### config.mk
export PLATFORM = sky130hd
export DESIGN_NAME = inst_fetch_axi
export DESIGN_NICKNAME = d
export VERILOG_FILES = /design/src/rtl/inst_fetch_axi.sv
export SDC_FILE = /design/constraint.sdc
export NUM_CORES = 1
export LEC_CHECK = 0
export ABC_AREA = 1
export BUFFER_PORTS_ARGS = -buffer_cell sky130_fd_sc_hd__buf_2
export CAP_MARGIN = 20
export CELL_PAD_IN_SITES_DETAIL_PLACEMENT = 1
export CELL_PAD_IN_SITES_GLOBAL_PLACEMENT = 1
export CORE_MARGIN = 1
export CORE_UTILIZATION = 32
export CTS_CLUSTER_DIAMETER = 80
export DETAILED_ROUTE_END_ITERATION = 10
export PLACE_DENSITY_LB_ADDON = 0.1
export SLEW_MARGIN = 20
export SYNTH_ARGS = -nofsm -noshare
export SYNTH_HDL_FRONTEND = slang
export SYNTH_SLANG_ARGS = --single-unit
### constraint.sdc
create_clock -name clk -period 1.7 [get_ports clk]
set_clock_uncertainty 0.05 [all_clocks]
set_input_delay 0.255 -clock clk [delete_from_list [all_inputs] [get_ports clk]]
set_output_delay 0.255 -clock clk [all_outputs]
set_load 0.01 [all_outputs]
### src/rtl/inst_fetch_axi.sv
// Instruction fetch unit with an AXI4 read master port.
// Issues single-beat 32-bit reads, holds the returned instruction for decode,
// and handles flushes at any point of a transaction. An AR that is in flight
// is never withdrawn. When a flush arrives, the R beat is drained and dropped.
// Optional feature macro: FETCH_BACK2BACK_EN. When it is defined, a new fetch
// can start directly from HOLD, which saves the idle cycle between fetches.
module inst_fetch_axi (
  input  logic        clk,
  input  logic        rst,
  input  logic [31:0] pc,
  input  logic        pc_ce,
  input  logic        flush,
  input  logic        full,
  input  logic        inst_ready,
  output logic        inst_valid,
  output logic [31:0] if_inst,
  output logic [31:0] if_pc,
  output logic        inst_err,
  output logic        pc_ack,
  output logic [3:0]  arid,
  output logic [31:0] araddr,
  output logic [7:0]  arlen,
  output logic [2:0]  arsize,
  output logic [1:0]  arburst,
  output logic        arvalid,
  input  logic        arready,
  input  logic [3:0]  rid,
  input  logic [31:0] rdata,
  input  logic [1:0]  rresp,
  input  logic        rlast,
  input  logic        rvalid,
  output logic        rready
);

  typedef enum logic [2:0] {
    IDLE = 3'd0,
    ADDR = 3'd1,
    DATA = 3'd2,
    HOLD = 3'd3,
    DROP = 3'd4
  } state_t;

  state_t      state;
  logic [31:0] req_pc;
  logic        drop_pending;

  // Single-beat, word-sized INCR reads with a fixed ID.
  assign arid    = 4'd0;
  assign arlen   = 8'd0;
  assign arsize  = 3'b010;
  assign arburst = 2'b01;

  // Only one read is ever outstanding, so the returned ID carries no information.
  logic unused_rid;
  assign unused_rid = ^rid;

  // Fetch FSM. Every output is updated in the same block as the state, so all outputs are registered.
  always_ff @(posedge clk) begin
    if (rst) begin
      state        <= IDLE;
      arvalid      <= 1'b0;
      rready       <= 1'b0;
      inst_valid   <= 1'b0;
      inst_err     <= 1'b0;
      pc_ack       <= 1'b0;
      drop_pending <= 1'b0;
      araddr       <= 32'd0;
      if_inst      <= 32'd0;
      if_pc        <= 32'd0;
      req_pc       <= 32'd0;
    end else begin
      pc_ack <= 1'b0;
      case (state)
        IDLE: begin
          if (pc_ce && !full && !flush) begin
            araddr  <= pc;
            req_pc  <= pc;
            arvalid <= 1'b1;
            state   <= ADDR;
          end
        end
        ADDR: begin
          // The AR must complete once it is issued. A flush seen here is
          // remembered, and the matching R beat is dropped later.
          if (arready) begin
            arvalid      <= 1'b0;
            pc_ack       <= 1'b1;
            rready       <= 1'b1;
            drop_pending <= 1'b0;
            state        <= (flush || drop_pending) ? DROP : DATA;
          end else if (flush) begin
            drop_pending <= 1'b1;
          end
        end
        DATA: begin
          if (rvalid && rlast) begin
            rready <= 1'b0;
            if (flush) begin
              state <= IDLE;
            end else begin
              if_inst    <= rdata;
              if_pc      <= req_pc;
              inst_err   <= (rresp != 2'b00);
              inst_valid <= 1'b1;
              state      <= HOLD;
            end
          end else if (flush) begin
            state <= DROP;
          end
        end
        HOLD: begin
          if (flush) begin
            inst_valid <= 1'b0;
            state      <= IDLE;
          end else if (inst_ready) begin
            inst_valid <= 1'b0;
`ifdef FETCH_BACK2BACK_EN
            if (pc_ce && !full) begin
              araddr  <= pc;
              req_pc  <= pc;
              arvalid <= 1'b1;
              state   <= ADDR;
            end else begin
              state <= IDLE;
            end
`else
            state <= IDLE;
`endif
          end
        end
        DROP: begin
          // Drain the orphaned beat. A flush here has nothing left to cancel.
          if (rvalid && rlast) begin
            rready <= 1'b0;
            state  <= IDLE;
          end
        end
        default: state <= IDLE;
      endcase
    end
  end

endmodule

After elaboration in Yosys (flattened, before gate mapping)
Index checks and enable logic that the tools add are counted.
{"block": "word_totals", "register_bits": 105, "word_cells": 69}
{"block": "op_classes", "n_eq_ne": 12, "mux": 24, "n_bitwise": 2, "reduce_logical": 21}
{"operator": "3-bit two-way mux", "n": 8}
{"operator": "3-bit case mux with 5 select lines", "n": 1}
{"operator": "1-bit two-way mux", "n": 11}
{"operator": "2-bit inequality test (second input constant)", "n": 5}
{"operator": "2-bit nonzero test", "n": 5}
{"operator": "3-bit AND reduction", "n": 3}
{"operator": "3-bit by 2-bit == test with 1-bit output (second input constant)", "n": 2}
{"operator": "3-bit inequality test (second input constant)", "n": 2}
{"operator": "1-bit case mux with 2 select lines", "n": 3}
{"operator": "5-bit AND reduction", "n": 1}
{"operator": "2-bit AND reduction", "n": 2}
{"operator": "4-bit AND reduction", "n": 1}
{"operator": "2-bit OR reduction", "n": 2}
{"operator": "3-bit by 1-bit == test with 1-bit output (second input constant)", "n": 1}
{"operator": "3-bit == test (second input constant)", "n": 1}
{"operator": "1-bit logical AND", "n": 3}
{"operator": "3-bit zero test", "n": 1}
{"operator": "1-bit zero test", "n": 2}
{"operator": "2-bit two-way mux", "n": 1}
{"operator": "2-bit by 1-bit inequality test with 1-bit output (second input constant)", "n": 1}
{"operator": "1-bit NOT", "n": 2}
{"operator": "1-bit logical OR", "n": 1}

Logic depth before layout (Yosys ltp)
Gate-level depths: netlist of run 1.
{"block": "logic_depth", "ltp_word": 5, "depth_mapped": 9}

Worst setup path after synthesis of run 1
OpenSTA, ideal clock, no wires.
{"block": "synth_path", "path_kind": "reg2reg", "start": "register state[2]", "end": "register if_pc[0]", "setup_ps": 116, "t_arrival_ps": 1199, "required_ps": 1534, "setup_slack_ps": 335, "path_stages_with_launch": 10, "n_path_buf": 3, "period_less_slack_ps": 1365, "cell_sequence": "dfxtp_1 buf_6 inv_2 nand3_4 nor3_4 inv_2 buf_6 buf_6 nor2_2 nor2_1"}
{"block": "synth_via", "elab_chain_len": 2}
{"item": "start, declared", "line": "43", "text": "state_t state;"}
{"item": "start signal, assigned", "line": "90", "text": "state <= (flush || drop_pending) ? DROP : DATA;"}
{"item": "3-bit by 2-bit == test with 1-bit output", "line": "73", "text": "case (state)"}
{"item": "3-bit AND reduction (no line)"}
{"item": "end signal, assigned", "line": "102", "text": "if_pc <= req_pc;"}
{"item": "end, declared", "line": "17", "text": "output logic [31:0] if_pc,"}
Every way passes these cells.
A chain may end at the register's enable or synchronous reset.

Worst setup path in the final report of run 1
{"block": "layout_path", "start": "register state[0]", "end": "register if_pc[9]"}
Same word-level chain as after synthesis.

==> results by group, run 1 <==
Run status
  – Status: finished, final reports clean

Synth
  – Primary FF master, synth: dfxtp_1
  – Post-synth EDFFs: 0
  – Synthesized instance count: roughly 500
  – Post-synthesis sequential area ratio: between 50% and 60%
  – Post-synth ARST share: 0%
  – Synth warn: 0
  – Count of state elements after synthesis: 105
  – Mapped Area: approximately 4100 um2
  – Synth Area per Inst: ~8 um2
  – Synth unique cells: 26

Worst setup path
  – Reg-to-Reg End: if_pc[9]
  – CP startpoint kind: flop
  – Crit-path leading delay family: simple AND/OR/NAND/NOR gates
  – Worst Reg-to-Reg Cells: 6
  – CP Buf/Inv Count: 2
  – CP Class: flop to flop
  – Worst R2R Setup Slack: approximately 120 ps
  – CP Cell Sequence: inv_2, nand3_4, nor3_4, buf_4, o21ai_0, nor2_1
  – Data required time at the worst endpoint: roughly 1900 ps
  – R2R Path Start: state[0]
  – Setup crit start: state[0]
  – Worst Path Arrival: about 1800 ps
  – CP peak stage delay: 350 ps
  – Crit-path slowest cell: dfxtp_1
  – Crit end category: flop
  – Max FO, Critical Path: 26

STA
  – Part of the cycle the worst path needs: 93.1%
  – Finish-stage setup viols: 0
  – RSZ-0062 raised after global routing: true
  – Final Hold Vio Count: 0
  – Slew Viols, Final: 0
  – Minimum clock period: 1580 ps
  – Max Freq: about 630 MHz

Power and ir drop
  – Max VDD drop: about 0.5 mV
  – Switching share of power: 28.0%
  – Static leakage: roughly 0.0028 uW
  – Pint: about 4400 uW
  – PwrDens: around 1200 nW/um2
  – Sequential share of power: a little under half
  – NetSw: between 1500 and 2000 uW
  – Power, Total: slightly above 6000 uW
  – Clock Power Share: between 30% and 40%
  – Combinational share of power: between 10% and 20%

Detailed routing
  – DR iter-0 viols: between 100 and 150
  – Antenna Nets Post-Route: 0
  – Post-DR vias/cell: approximately 4.5
  – Drt first pass iters: 4
  – Drc violations: 0
  – Routed WL per cell: 14.2 um
  – Routed wire length: about 12000 um
  – Vias: 3822

Cells and area
  – Commonest non-fill, non-tap cell in the layout: buf_2
  – Share of cells above drive strength 1: 37.1%
  – # nets final: 748
  – Most frequent cells in the layout: buf_2 (175), nor2_1 (169), dfxtp_1 (105), o21ai_0 (89), nor2_2 (40)
  – Multi-input logic area: about 1600 um2
  – Cell area after layout: about 5300 um2
  – Inserted Diodes: 0
  – Final Non-Filler Cells: ~840
  – Register area: between 2000 and 2500 um2
  – FILL cells: around 1600
  – Area delta synth->final: 30.9%

Global routing
  – Vias in the first global route: between 3000 and 4000
  – Largest net degree at the start of global routing: 50
  – Global-route wire length before repair: between 15000 and 20000 um
  – Total global routing overflow: 0
  – Initial antenna violation count: 0
  – All-Layer GR Usage: approximately a fifth

Floorplan
  – Core box area: around 12000 um2
  – Die Y: ~110 um
  – I/O pin total: between 150 and 200
  – Chip Width: about 110 um
  – Row cnt: 40
  – Starting Density: between 30% and 40%
  – Die area: 13100 um2

CTS
  – Worst skew pair latency: ~340 ps
  – Total CTS buffers: 9
  – CTS Sinks: 105
  – Postcts setup bufs: 0
  – CTS tree: yes
  – CTS max path bufs: 2
  – Root Buffer: clkbuf_16
  – H-tree depth: 3
  – Clock transition at path regs: 70 ps

Placement
  – Final HPWL DP: approximately 8300 um
  – I/O Buffers: roughly 180
  – Placed cells: roughly 830
  – Dpl cell area: between 4000 and 5000 um2
  – Placer Congestion: 0.709

Min path
  – Hold EP: req_pc[0]
  – Worst hold path class: input port to flop
  – Hold Path Cell Cnt: 3
  – Hold_sp: pc[0]

Job
  – Max-Cap Viols: 0
## state kept, by name (all words and copies together) (netlist names)
register	count
if_inst	32
if_pc	32
req_pc	32
state	3
arvalid	1
drop_pending	1
inst_err	1
inst_valid	1
pc_ack	1
rready	1
## worst max path at each step
stage,cells past startpoint,endpoint,slack (ps)
floorplan,9,if_pc[0],340
global placement,5,arvalid,170
detailed placement,6,req_pc[9],110
CTS,6,if_pc[9],70
global route,6,if_inst[1],-50
finish,6,if_pc[9],120
## metal layers
metal | part of all wire (%) | global-route usage [%] | wire [um]
met5 | 0 | 0 | 0
met4 | 2.0 | 8.31 | 238
met3 | 6.4 | 5.19 | 767
met2 | 48 | 32.4 | 5800
met1 | 43 | 22.3 | 5170
## power groups by stage
| stage | combinational, uW | clock [uW] | sequential (uW) |
|---|---|---|---|
| finish | 1060 | 2230 | 2820 |
| floorplan | 572 | 0 | 2940 |
| global placement | 1030 | 0 | 2860 |
| global route | 1190 | 2430 | 2850 |
| CTS | 1060 | 2320 | 2820 |
| detailed placement | 1050 | 0 | 2870 |
## per-stage QoR
| stage | worst slack, ps | hold slack (ps) | TNS [ps] | util, % |
|---|---|---|---|---|
| detailed placement | 108 | 408 | 0 | 40.9 |
| floorplan | 335 | 274 | 0 | - |
| global placement | 174 | 402 | 0 | 40.9 |
| CTS | 70.7 | 66.2 | 0 | 43.5 |
| finish | 118 | 79.5 | 0 | 43.6 |
| global route | -45.6 | 74.3 | -348 | 43.6 |
## cells by family after synthesis
family / count (synthesis) / share of synthesized area (%)
AO/OA/AOI/OAI: 105 / 13.1
buffers and inverters: 59 / 9.21
flip-flops: 105 / 51.9
other: 2 / 0.185
AND/OR/NAND/NOR: 235 / 25.6
## cell usage after synthesis, drive strengths merged, types with 2 or more instances
master  instances  area, um2
nor2          210        891
dfxtp         105       2100
o21ai         100        500
buf            36        285
nand2          15       58.8
clkbuf         12       46.3
inv            10       37.5
nand3           4       32.5
nor3            4       42.5
a21oi           2       10.0
conb            2       7.51
## what timing repair did
| item | CTS | global route |
|---|---|---|
| hold buffers | 0 | 0 |
| endpoints found under the setup margin | 0 | 48 |
| resized for setup | 0 | 3 |
## layout make-up
type                    count  share of cell area (%)
multi-input cells         357                    30.9
well taps                 168                    3.96
clock inverters             5                    1.49
clock buffers              11                    4.58
repair buffers            185                    18.6
flip-flops and latches    105                    39.6
inverters                  11                   0.826
## worst register-to-register path: cells and delay by family, from the launching register on
family | cells | cell delay, ps
and+or+nand+nor | 3 | 500
AOI/OAI and AO/OA | 1 | 150
DFF | 1 | 350
buffers and inverters | 2 | 480
(Power assumes the default switching activity.)
==> run 2, diff against run 1 <==
--- a/config.mk
+++ b/config.mk
@@ -11,7 +11,7 @@
 export CELL_PAD_IN_SITES_DETAIL_PLACEMENT = 1
 export CELL_PAD_IN_SITES_GLOBAL_PLACEMENT = 1
 export CORE_MARGIN = 1
-export CORE_UTILIZATION = 32
+export CORE_UTILIZATION = 29
 export CTS_CLUSTER_DIAMETER = 80
 export DETAILED_ROUTE_END_ITERATION = 10
 export PLACE_DENSITY_LB_ADDON = 0.1
==> constraint.sdc (replaced) <==
create_clock -name clk -period 1.35 [get_ports clk]
set_clock_uncertainty 0.05 [all_clocks]
set_input_delay 0.2025 -clock clk [delete_from_list [all_inputs] [get_ports clk]]
set_output_delay 0.2025 -clock clk [all_outputs]
set_load 0.01 [all_outputs]
==> run 2 against run 1 <==
Compared with the run above:
- the flow now finishes with violations (setup timing)
- via count grew 3.5%
- final cell count grew 3.7%
- total power grew 31%
- count of clock-buffer cells in the layout grew 1
- sequential cell count is the same
- combinational power grew 59%
==> results by group, run 2 (synthesis results as in run 1) <==
Run status
  – Status: complete, but fails checks (was finished, final reports clean)
  – Failing checks: setup timing

CTS
  – H-tree depth: 3 (unchanged)
  – Worst skew pair latency: 350 ps (was 340 ps)
  – Root Buffer: clkbuf_16 (unchanged)
  – Total CTS buffers: 9 (unchanged)
  – Post-CTS Hold Buffers: 0 (unchanged)
  – CTS tree: yes (unchanged)
  – CTS Sinks: 105 (unchanged)
  – Clock transition at path regs: 70 ps (about the same)
  – CTS max path bufs: 2 (unchanged)

Floorplan
  – Core box area: 13500 um2 (was 12200 um2)
  – Chip Width: 120 um (was 115 um)
  – I/O pin total: 197 (unchanged)
  – Die area: 14400 um2 (was 13100 um2)
  – Starting Density: 30.1% (was 33.3%)
  – Die Y: 120 um (was 115 um)
  – Row cnt: 42 (was 40)

STA
  – Finish-stage setup viols: 85 (was 0)
  – Slew Viols, Final: 0 (unchanged)
  – RSZ-0062 raised after global routing: true (unchanged)
  – Setup ws final: -75.2 ps (was 118 ps)
  – Hold_ws: 19.8 ps (was 79.5 ps)
  – Minimum clock period: 1430 ps (was 1580 ps)
  – Max Freq: 702 MHz (was 632 MHz)
  – Part of the cycle the worst path needs: 106% (was 93.1%)
  – Final Hold Vio Count: 0 (unchanged)

Cells and area
  – Register area: 2110 um2 (was 2100 um2)
  – Commonest non-fill, non-tap cell in the layout: buf_2 (unchanged)
  – Most frequent cells in the layout: buf_2 (175), nor2_1 (150), dfxtp_1 (102), o21ai_0 (76), nor2_2 (59) (was buf_2 (175), nor2_1 (169), dfxtp_1 (105), o21ai_0 (89), nor2_2 (40))
  – Cell area after layout: 5800 um2 (was 5300 um2)
  – Area delta synth->final: 43.2% (was 30.9%)
  – Share of cells above drive strength 1: 42.8% (was 37.1%)
  – # nets final: 770 (was 748)
  – Multi-input logic area: 1700 um2 (was 1640 um2)
  – Biggest regs: if_inst (32), if_pc (32), req_pc (32) (unchanged)
  – FILL cells: 1653 (was 1550)

Detailed routing
  – Routed wire length: 13500 um (was 12000 um)
  – Drt first pass iters: 4 (unchanged)
  – DR iter-0 viols: 155 (was 122)
  – Routed WL per cell: 15.5 um (was 14.2 um)
  – Post-DR vias/cell: 4.53 (was 4.54)
  – Antenna Nets Post-Route: 0 (unchanged)
  – Drc violations: 0 (unchanged)
  – Vias: 3957 (was 3822)

Power and ir drop
  – PwrDens: 1380 nW/um2 (was 1150 nW/um2)
  – Max VDD drop: 0.699 mV (was 0.487 mV)
  – Static leakage: 0.00300 uW (was 0.00280 uW)

Worst setup path
  – CP Class: flop to flop (unchanged)
  – Crit end category: flop (unchanged)
  – Max FO, Critical Path: 16 (was 26)
  – CP startpoint kind: flop (unchanged)
  – Data required time at the worst endpoint: 1580 ps (was 1930 ps)
  – Worst Path Arrival: 1660 ps (was 1810 ps)

Global routing
  – Vias in the first global route: 4023 (was 3951)
  – Largest net degree at the start of global routing: 51 (was 50)
  – Global-route wire length before repair: 20600 um (was 19400 um)
  – Initial antenna violation count: 0 (unchanged)
  – All-Layer GR Usage: 18.5% (was 19.0%)
  – Total global routing overflow: 0 (unchanged)

Placement
  – Dpl cell area: 5090 um2 (was 4970 um2)
  – Final HPWL DP: 8440 um (was 8280 um)
  – Placer Congestion: 0.769 (was 0.709)
  – I/O Buffers: 175 (unchanged)

Min path
  – Worst hold path class: input port to flop (unchanged)

Job
  – Max-Cap Viols: 0 (unchanged)
## run 2: area by class of cell
class                      count  area share, %
multi-input combinational    357           29.4
antenna                        1         0.0431
sequential                   105           36.4
clock inverter                 4          0.885
tap                          176           3.80
timing repair buffer         207           24.2
clock buffer                  12           4.42
inverter                      11          0.885
## run 2: repair_timing
item | 4_1_cts | 5_1_grt
resized for setup | 42 | 22
buffers inserted | 7 | 0
cloned | 4 | 4
pin swaps | 4 | 2
endpoints found under the setup margin | 102 | 104
## run 2: report_power, final
part           switching [uW]  total, uW  internal [uW]
combinational             962       1690            730
sequential                188       3570           3380
clock                    1180       2720           1540
## run 2: path summary, 6_finish.rpt
path                 start        end  slack, ps  cells after the start
setup / recovery  state[0]  req_pc[7]        -80                      8
hold / removal       pc[3]  req_pc[3]         20                      3
setup reg to reg  state[0]  req_pc[7]        -80                      8
hold reg to reg   inst_err   inst_err        420                      2
## run 2: routing by layer
layer  track usage, %  part of all wire [%]  vias to the layer above
li1                 -                     -                     1949
met1             21.6                    42                     1854
met2             31.9                    49                      136
met3             6.70                   7.0                       18
met4             5.00                   1.3                        0
met5                0                     0                        -
## run 2: per-stage QoR
stage / cells / utilization [%] / power [uW] / setup WS, ps / setup TNS [ps]
2_1_floorplan: 521 / - / 4430 / -5.10 / -123
3_3_place_gp: 841 / 37.8 / 5010 / -151 / -7550
3_5_place_dp: 841 / 37.8 / 5050 / -193 / -10610
4_1_cts: 868 / 41.9 / 8040 / -63.4 / -2240
5_1_grt: 872 / 43.1 / 8410 / -167 / -9840
6_report: 873 / 43.1 / 7970 / -75.2 / -1610
## run 2: critical path, cell delays in order, from the launching register on
cell and delay, ps:
dfxtp_2 330, inv_2 80, buf_6 110, nand2_4 50, nor3_4 200, buf_6 160, buf_12 160, o21ai_0 80
nor2_1 130
